File: src/rtl/nanov_spi_fetch.sv
// nanoV instruction fetch: SPI NOR sequential read into a one-word valid/ready buffer.
// Define NANOV_SPI_FAST_READ_EN for fast read (0x0B) with 8 dummy bit slots.
module nanov_spi_fetch #(
    parameter int ADDR_BITS = 24
) (
    input  logic                 clk,
    input  logic                 rst,
    input  logic                 start,
    input  logic [ADDR_BITS-1:0] start_addr,
    input  logic                 jump,
    input  logic [ADDR_BITS-1:0] jump_addr,
    output logic [31:0]          instr,
    output logic [ADDR_BITS-1:0] instr_pc,
    output logic                 instr_valid,
    input  logic                 instr_ready,
    output logic                 spi_cs_n,
    output logic                 spi_sck,
    output logic                 spi_mosi,
    input  logic                 spi_miso
);
    localparam int HDR = 8 + ADDR_BITS;
    localparam logic [5:0] ADDR_LAST = 6'(ADDR_BITS - 1);
    localparam logic [ADDR_BITS-1:0] ALIGN = {{(ADDR_BITS-2){1'b1}}, 2'b00};
`ifdef NANOV_SPI_FAST_READ_EN
    localparam logic [7:0] READ_CMD = 8'h0B;
`else
    localparam logic [7:0] READ_CMD = 8'h03;
`endif

    typedef enum logic [2:0] {
        S_IDLE,
        S_CMD,
        S_ADDR,
`ifdef NANOV_SPI_FAST_READ_EN
        S_DUMMY,
`endif
        S_DATA,
        S_GAP
    } state_t;

    state_t               state_q, state_d;
    logic [5:0]           cnt_q;
    logic [HDR-1:0]       tx_q;
    logic [31:0]          rx_q;
    logic [ADDR_BITS-1:0] fa_q;
    logic                 pend_q;

    logic [ADDR_BITS-1:0] tgt;
    logic [HDR-1:0]       hdr;
    logic [31:0]          rx_next;
    logic                 restart, go_now, gap_done, launch;
    logic                 active, bit_end, last_bit, word_end;
    logic                 load_fresh, load_pend, load;

    function automatic logic [31:0] swap(input logic [31:0] w);
        return {w[7:0], w[15:8], w[23:16], w[31:24]};
    endfunction

    assign tgt      = (start ? start_addr : jump_addr) & ALIGN;
    assign restart  = start || jump;
    assign go_now   = start && (state_q == S_IDLE);
    assign gap_done = (state_q == S_GAP) && (cnt_q == 6'd1);
    assign launch   = go_now || (gap_done && !restart);
    assign hdr      = {READ_CMD, go_now ? tgt : fa_q};
    assign active   = (state_q != S_IDLE) && (state_q != S_GAP);
    assign bit_end  = active && spi_sck;
    assign rx_next  = {rx_q[30:0], spi_miso};
    assign word_end = bit_end && (state_q == S_DATA) && last_bit;

    // Bytes arrive b0 first, so the shifted word is byte-reversed on load.
    assign load_fresh = word_end && (!instr_valid || instr_ready);
    assign load_pend  = active && !spi_sck && pend_q && instr_ready;
    assign load       = load_fresh || load_pend;

    always_comb begin
        last_bit = 1'b0;
        unique case (state_q)
            S_CMD:   last_bit = (cnt_q == 6'd7);
            S_ADDR:  last_bit = (cnt_q == ADDR_LAST);
`ifdef NANOV_SPI_FAST_READ_EN
            S_DUMMY: last_bit = (cnt_q == 6'd7);
`endif
            S_DATA:  last_bit = (cnt_q == 6'd31);
            default: last_bit = 1'b0;
        endcase
    end

    always_comb begin
        state_d = state_q;
        if (go_now) begin
            state_d = S_CMD;
        end else if (restart) begin
            state_d = S_GAP;
        end else if (gap_done) begin
            state_d = S_CMD;
        end else if (bit_end && last_bit) begin
            unique case (state_q)
                S_CMD:   state_d = S_ADDR;
`ifdef NANOV_SPI_FAST_READ_EN
                S_ADDR:  state_d = S_DUMMY;
                S_DUMMY: state_d = S_DATA;
`else
                S_ADDR:  state_d = S_DATA;
`endif
                default: state_d = state_q;
            endcase
        end
    end

    always_ff @(posedge clk) begin
        if (rst) state_q <= S_IDLE;
        else     state_q <= state_d;
    end

    always_ff @(posedge clk) begin
        if (rst) begin
            spi_cs_n    <= 1'b1;
            spi_sck     <= 1'b0;
            spi_mosi    <= 1'b0;
            instr_valid <= 1'b0;
            instr       <= '0;
            instr_pc    <= '0;
            cnt_q       <= '0;
            tx_q        <= '0;
            rx_q        <= '0;
            fa_q        <= '0;
            pend_q      <= 1'b0;
        end else if (launch) begin
            // The launch edge opens the first high phase directly.
            spi_cs_n <= 1'b0;
            spi_sck  <= 1'b1;
            spi_mosi <= hdr[HDR-1];
            tx_q     <= hdr << 1;
            cnt_q    <= '0;
            if (go_now) fa_q <= tgt;
        end else if (restart) begin
            spi_cs_n    <= 1'b1;
            spi_sck     <= 1'b0;
            spi_mosi    <= 1'b0;
            instr_valid <= 1'b0;
            pend_q      <= 1'b0;
            cnt_q       <= '0;
            fa_q        <= tgt;
        end else if (state_q == S_GAP) begin
            cnt_q <= cnt_q + 6'd1;
        end else if (active) begin
            if (instr_valid && instr_ready) instr_valid <= 1'b0;
            if (load) begin
                instr       <= swap(load_fresh ? rx_next : rx_q);
                instr_pc    <= fa_q;
                instr_valid <= 1'b1;
                fa_q        <= fa_q + ADDR_BITS'(4);
            end
            if (spi_sck) begin
                spi_sck <= 1'b0;
                cnt_q   <= last_bit ? 6'd0 : cnt_q + 6'd1;
                if (state_q == S_CMD || state_q == S_ADDR) begin
                    tx_q     <= tx_q << 1;
                    spi_mosi <= (state_q == S_ADDR && last_bit) ? 1'b0 : tx_q[HDR-1];
                end
                if (state_q == S_DATA) begin
                    rx_q <= rx_next;
                    if (word_end && !load_fresh) pend_q <= 1'b1;
                end
            end else if (!pend_q) begin
                spi_sck <= 1'b1;
            end else if (instr_ready) begin
                pend_q <= 1'b0;
            end
        end
    end
endmodule

File: config.mk
export PLATFORM = sky130hd
export DESIGN_NAME = nanov_spi_fetch
export DESIGN_NICKNAME = d
export VERILOG_FILES = /design/src/rtl/nanov_spi_fetch.sv
export SDC_FILE = /design/constraint.sdc
export NUM_CORES = 1
export LEC_CHECK = 0
export ABC_AREA = 0
export ABC_CLOCK_PERIOD_IN_PS = 2500
export CAP_MARGIN = 20
export CORE_MARGIN = 3
export CORE_UTILIZATION = 35
export CTS_CLUSTER_SIZE = 16
export DETAILED_ROUTE_END_ITERATION = 12
export GPL_ROUTABILITY_DRIVEN = 1
export GPL_TIMING_DRIVEN = 0
export PLACE_DENSITY = 0.59
export RECOVER_POWER = 50
export SLEW_MARGIN = 40
export SYNTH_ARGS = -nofsm -noshare
export SYNTH_HDL_FRONTEND = slang
export SYNTH_SLANG_ARGS = --single-unit
File: constraint.sdc
create_clock -name clk -period 2.5 [get_ports clk]
set_input_delay 0.25 -clock clk [delete_from_list [all_inputs] [get_ports clk]]
set_output_delay 0.25 -clock clk [all_outputs]
set_load 0.005 [all_outputs]
[Yosys cells after proc, flatten, opt, wreduce, memory -nomap -nowiden]
Index checks and enable logic that the tools add are counted.
Storage, ports and cells
  memories: 0
  bits in registers: 157
  bits in writable memories: 0
  bits in latches: 0
  bits in read-only memories: 0
  output and inout port bits: 60
  logic and storage cells: 139
Operators by class
  bitwise logic cells: 3
  divide/modulo/power cells: 0
  $add $sub $neg: 2
  mux-type cells: 46
  magnitude comparators: 0
  reductions and logical operators: 58
  eq/ne operators: 15
  $mul: 0
  shifts and indexed selects: 0
Operator list (number)
  24-bit two-way mux: 7
  27-bit two-way mux: 6
  32-bit two-way mux: 1
  24-bit by 3-bit adder with 24-bit output, second input constant: 1
  6-bit two-way mux: 4
  1-bit two-way mux: 23
  5-bit AND reduction: 4
  2-bit nonzero test: 8
  1-bit logical AND: 15
  3-bit nonzero test: 5
  6-bit by 5-bit == test with 1-bit output, second input constant: 2
  2-bit AND reduction: 5
  3-bit two-way mux: 3
  4-bit AND reduction: 2
  4-bit nonzero test: 2
  6-bit by 1-bit adder with 6-bit output, second input constant: 1
  3-bit by 2-bit == test with 1-bit output, second input constant: 2
  6-bit by 1-bit == test with 1-bit output, second input constant: 1
  6-bit by 3-bit == test with 1-bit output, second input constant: 1
  3-bit by 1-bit inequality test with 1-bit output, second input constant: 2
  3-bit inequality test, second input constant: 2
  3-bit case mux with 2 select lines: 1
  6-bit AND reduction: 1
  1-bit logical OR: 5
  13 further kinds: 20

[Longest topological paths before layout]
  depth in word-level cells: 14
  mapped depth: 9
  mapped depth without buffers: 7

[Worst setup path after synthesis]
OpenSTA, ideal clock, no wires.
  path kind: register to register
  from: register cnt_q[0]
  to: register instr[12]
  arrival time: 1.944 ns
  library setup time: 0.134 ns
  slack: 0.422 ns
  clock period less this slack: 2.078 ns
  stages on the path, launching flop included: 8
  path buffers: 2
  cells stage by stage: dfxtp_1 -> ha_1 -> nand3b_1 -> o41a_1 -> nor3_4 -> buf_2 -> buf_2 -> a211oi_1
Between the ends
  word-level cells in the longest chain between the ends: 6
  elaborated cells on any way between the ends: 14
Ends and longest elaborated chain
  start: declaration: RTL line 42  | logic [5:0] cnt_q;
  start signal: assignment: RTL line 145  | cnt_q <= cnt_q + 6'd1;
  start signal: assignment: RTL line 156  | cnt_q <= last_bit ? 6'd0 : cnt_q + 6'd1;
  6-bit by 5-bit == test with 1-bit output (tied with other cells): RTL line 83  | S_DATA: last_bit = (cnt_q == 6'd31);
  1-bit case mux with 3 select lines or 1-bit logical AND (tied branches): RTL line 77, 62
  1-bit logical AND (on tied branches): RTL line 68, 63
  1-bit logical AND or 1-bit logical OR (tied branches): RTL line 71, 63
  1-bit logical OR or 1-bit NOT (tied branches)
  5-bit AND reduction (no line)
  end signal: assignment: RTL line 149  | instr <= swap(load_fresh ? rx_next : rx_q);
  end: declaration: RTL line 12  | output logic [31:0] instr,
Parallel ways exist; a longest one is shown, timed or not.
A chain may end at the register's enable or synchronous reset.

[Worst setup path in the final report]
  from: input start
  to: register fa_q[10]
Between the ends
  word-level cells in the longest chain between the ends: 6
  elaborated cells on any way between the ends: 13
Ends and longest elaborated chain
  start: declaration: RTL line 8  | input logic start,
  1-bit logical OR: RTL line 60  | assign restart = start || jump;
  1-bit zero test: RTL line 63  | assign launch = go_now || (gap_done && !restart);
  1-bit logical AND: RTL line 63
  1-bit logical OR: RTL line 63
  3-bit inequality test (no line) or 3-bit nonzero test (tied branches)
  3-bit AND reduction (no line)
  end signal: assignment: RTL line 135  | if (go_now) fa_q <= tgt;
  end signal: assignment: RTL line 143  | fa_q <= tgt;
  end signal: assignment: RTL line 152  | fa_q <= fa_q + ADDR_BITS'(4);
  end: declaration: RTL line 45  | logic [ADDR_BITS-1:0] fa_q;
Parallel ways exist; a longest one is shown, timed or not.

==> impl_results.md <==
- Root Driver: clkbuf_16
- Async SR Flop Fraction: 0
- Worst Path Arrival: 2.77 ns
- Relative slew slack: 0.460
- FF-to-FF Start: state_q[2]$_SDFFE_PP0P_
- Ports: 114
- First-pass detailed-route iteration total: 5
- Switching Fraction: 0.282
- Total grt overflow: 0
- Syn_area_per_cell: 8.03 um2
- Cell Area, Synth: 7430 um2
- Hold/Removal Path Class: in2reg
- Combinational Power Share: 0.111
- Crit Path Class: in2reg
- Worst-Margin Slew: 0.810 ns
- Layout Nets: 1120
- Worst endpoint required time: 2.83 ns
- Setup TNS: 0 ns
- Top-count cell post-synth: nand2_1
- Max-slew violations: 0
- Synth Area in Simple Gates: 0.238
- Port Buf Inserts: 108
- Clk buf depth: 2
- TritonCTS buffer count: 17
- Wire length per cell: 19.3 um
- Starting Density: 0.361
- Post-synth EDFFs: 0
- PD cells: 628 nW/um2
- Post-CTS Hold Buffers: 0
- Vias: 7531
- Full die area: 23000 um2
- Global-route wire length before repair: 40000 um
- Tcrit/Tclk final: 0.977
- Crit path from: start
- Ant. Diodes: 0
- Antenna violations before repair: 1
- Placed Area: 8850 um2
- Final Skew: 0.0122 ns
- Max IR drop VDD: 0.387 mV
- Leading post-synthesis cells by cell area: dfxtp_1 (42%), nand2_1 (10%), mux2i_1 (5.7%)
- DIE WIDTH: 152 um
- Minimum clock period: 2.44 ns
- Finished Cell Area: 9690 um2
- Worst-path clk slew: 0.07 ns
- Final Util: 0.471
- Hold Crit Start: spi_miso
- DP HPWL: 18300 um
- Residual DRC: 0
- Share of cells above drive strength 1: 0.100
- Sequential cell area: 3150 um2
- Fillers: 2051
- Number of setup violations in the final report: 0
- FMAX: 410 MHz
- Post-synth top flop: dfxtp_1
- Status: finished, final reports clean
- Final ANT Viol Nets: 0
- Final WL: 26000 um
- Pwr Total: 6090 uW
- FP Rows: 52
- FF+latch count, synth: 157
- DIE HEIGHT: 152 um
- Post-Syn Nets: 982
- CP endpoint kind: flop
- All-Layer GR Usage: 0.224
- CTS tree: done
- Post-Synth Adder-Cell Area: 0.00505
- Mux contribution to synthesized area: 0.0733
- Area Growth Syn to Fin: 30.4%
- GP Congestion: 0.913
- Main combinational cell family by area after synthesis: simple AND/OR/NAND/NOR gates
- Clk network pwr share: 0.454
- Synth cell types: 60
- Dominant cell type by area after synthesis: dfxtp_1
- Cells after Synth: 925
- Clock Latency Late Sink: 0.43 ns
- Final Hold Vio Count: 0
- Startpoint types: primary input
- Sequential share of the synthesized area: 0.423
- Compound-cell area share of the yosys netlist: 0.202
- Synth Area in XOR/XNOR: 0.0130
- Max Fanout on Critical Path: 10
- Internal power: 4370 uW
- Largest net degree at the start of global routing: 18
- Fin cells: 1346
- Yosys top cell area share: 0.423
- Number of global-route vias before repair: 7225
- Most common library cells after synthesis: nand2_1 (202), dfxtp_1 (157), a21oi_1 (82), nor2_1 (80), clkbuf_1 (55)
- Yosys warns: 0
- H-tree lvl count: 4
- Core area: 20600 um2
- Initial drt markers: 701
- Placed Cells: 1303
- Drt via density: 5.60
- Seq pwr share: 0.435
- Max_cap viols: 0
- Sw power: 1720 uW
- Multi-input logic area: 4040 um2
- CTS Sinks: 157
- Leak: 0.00346 uW
## placed cells by master (no fill, tap or decap), types with 4 or more instances in the layout
cell	instances
a311oi_1	18
nor2b_1	4
dfxtp_1	152
nor3_1	15
nand4_1	10
mux2_2	11
clkbuf_2	9
nand2b_1	5
clkdlybuf4s50_1	48
clkbuf_4	4
buf_2	14
nor4_1	7
a211oi_1	46
dfxtp_2	5
dlygate4sd3_1	60
o31ai_1	5
clkbuf_1	46
inv_8	5
buf_4	12
a31oi_1	9
a21oi_1	82
o21ai_0	16
xor2_1	5
xnor2_1	6
clkbuf_16	17
o211ai_1	5
and2_1	7
mux2i_1	42
inv_1	8
a211o_1	4
nor2_1	80
o22ai_1	6
nand2_1	202
and3_1	19
nand3_1	23
## layer usage
layer | up-vias | wire (um) | track usage | part of all wire
met5 | - | 20 | 0 | 0.00077
met4 | 2 | 976 | 0.0930 | 0.038
met3 | 61 | 1840 | 0.0455 | 0.071
met2 | 336 | 11600 | 0.351 | 0.45
met1 | 3553 | 11600 | 0.302 | 0.44
li1 | 3579 | - | - | -
## critical path, cell delays in order
cell	delay (ns)
clkdlybuf4s50_1	0.59
or2_2	0.36
clkbuf_1	0.25
a31oi_4	0.46
o21ai_1	0.27
buf_2	0.28
a221oi_1	0.31
## per-stage QoR
| step | setup slack (ns) | hold slack, ns |
|---|---|---|
| 2_1_floorplan | 0.422 | 0.386 |
| 3_3_place_gp | -0.604 | 0.445 |
| 3_5_place_dp | -0.613 | 0.448 |
| 4_1_cts | 0.00512 | 0.410 |
| 5_1_grt | -0.0183 | 0.435 |
| 6_report | 0.0583 | 0.411 |
## path summary, 6_finish.rpt
check                                   to  slack (ns)  depth (start not counted)
setup / recovery     fa_q[10]$_SDFFE_PP0P_        0.06                          7
hold reg to reg   instr_pc[6]$_SDFFE_PP0P_        0.45                          2
hold / removal        rx_q[0]$_SDFFE_PP0P_        0.41                          3
setup reg to reg     fa_q[17]$_SDFFE_PP0P_        0.07                          8
## power by group through the flow
stage | registers (uW) | clock network, uW | logic (uW)
2_1_floorplan | 2680 | 0 | 377
3_3_place_gp | 2700 | 0 | 627
3_5_place_dp | 2700 | 0 | 628
4_1_cts | 2650 | 2790 | 649
5_1_grt | 2660 | 2890 | 719
6_report | 2650 | 2760 | 674
## area by class of cell
type                            count  area share
Multi-Input combinational cell    684       0.417
Timing Repair Buffer              120       0.121
Clock inverter                     15      0.0204
Buffer                             75      0.0344
Tap cell                          270      0.0349
Inverter                            8     0.00310
Clock buffer                       17      0.0439
Sequential cell                   157       0.325
## registers in the layout, summed over array words and instances (netlist names)
signal and cells:
instr 32, rx_q 32, tx_q 31, fa_q 24, instr_pc 24, cnt_q 6, state_q 3, instr_valid 1
pend_q 1, spi_cs_n 1, spi_mosi 1, spi_sck 1
## what timing repair did
| action | in CTS | in global routing |
|---|---|---|
| setup buffers | 9 | 3 |
| hold endpoints to repair | 0 | 0 |
| gates cloned | 0 | 0 |
| gates resized for setup | 9 | 34 |
| pin swaps | 4 | 4 |
| setup endpoints to repair | 79 | 86 |
## cells by family after synthesis
| family | after synthesis |
|---|---|
| muxes | 53 |
| xor gates and xnor gates | 11 |
| DFF | 157 |
| AOI/OAI and AO/OA | 225 |
| buffers and inverters | 84 |
| and+or+nand+nor | 392 |
| adders and majority gates | 3 |
(Power assumes the default switching activity.)
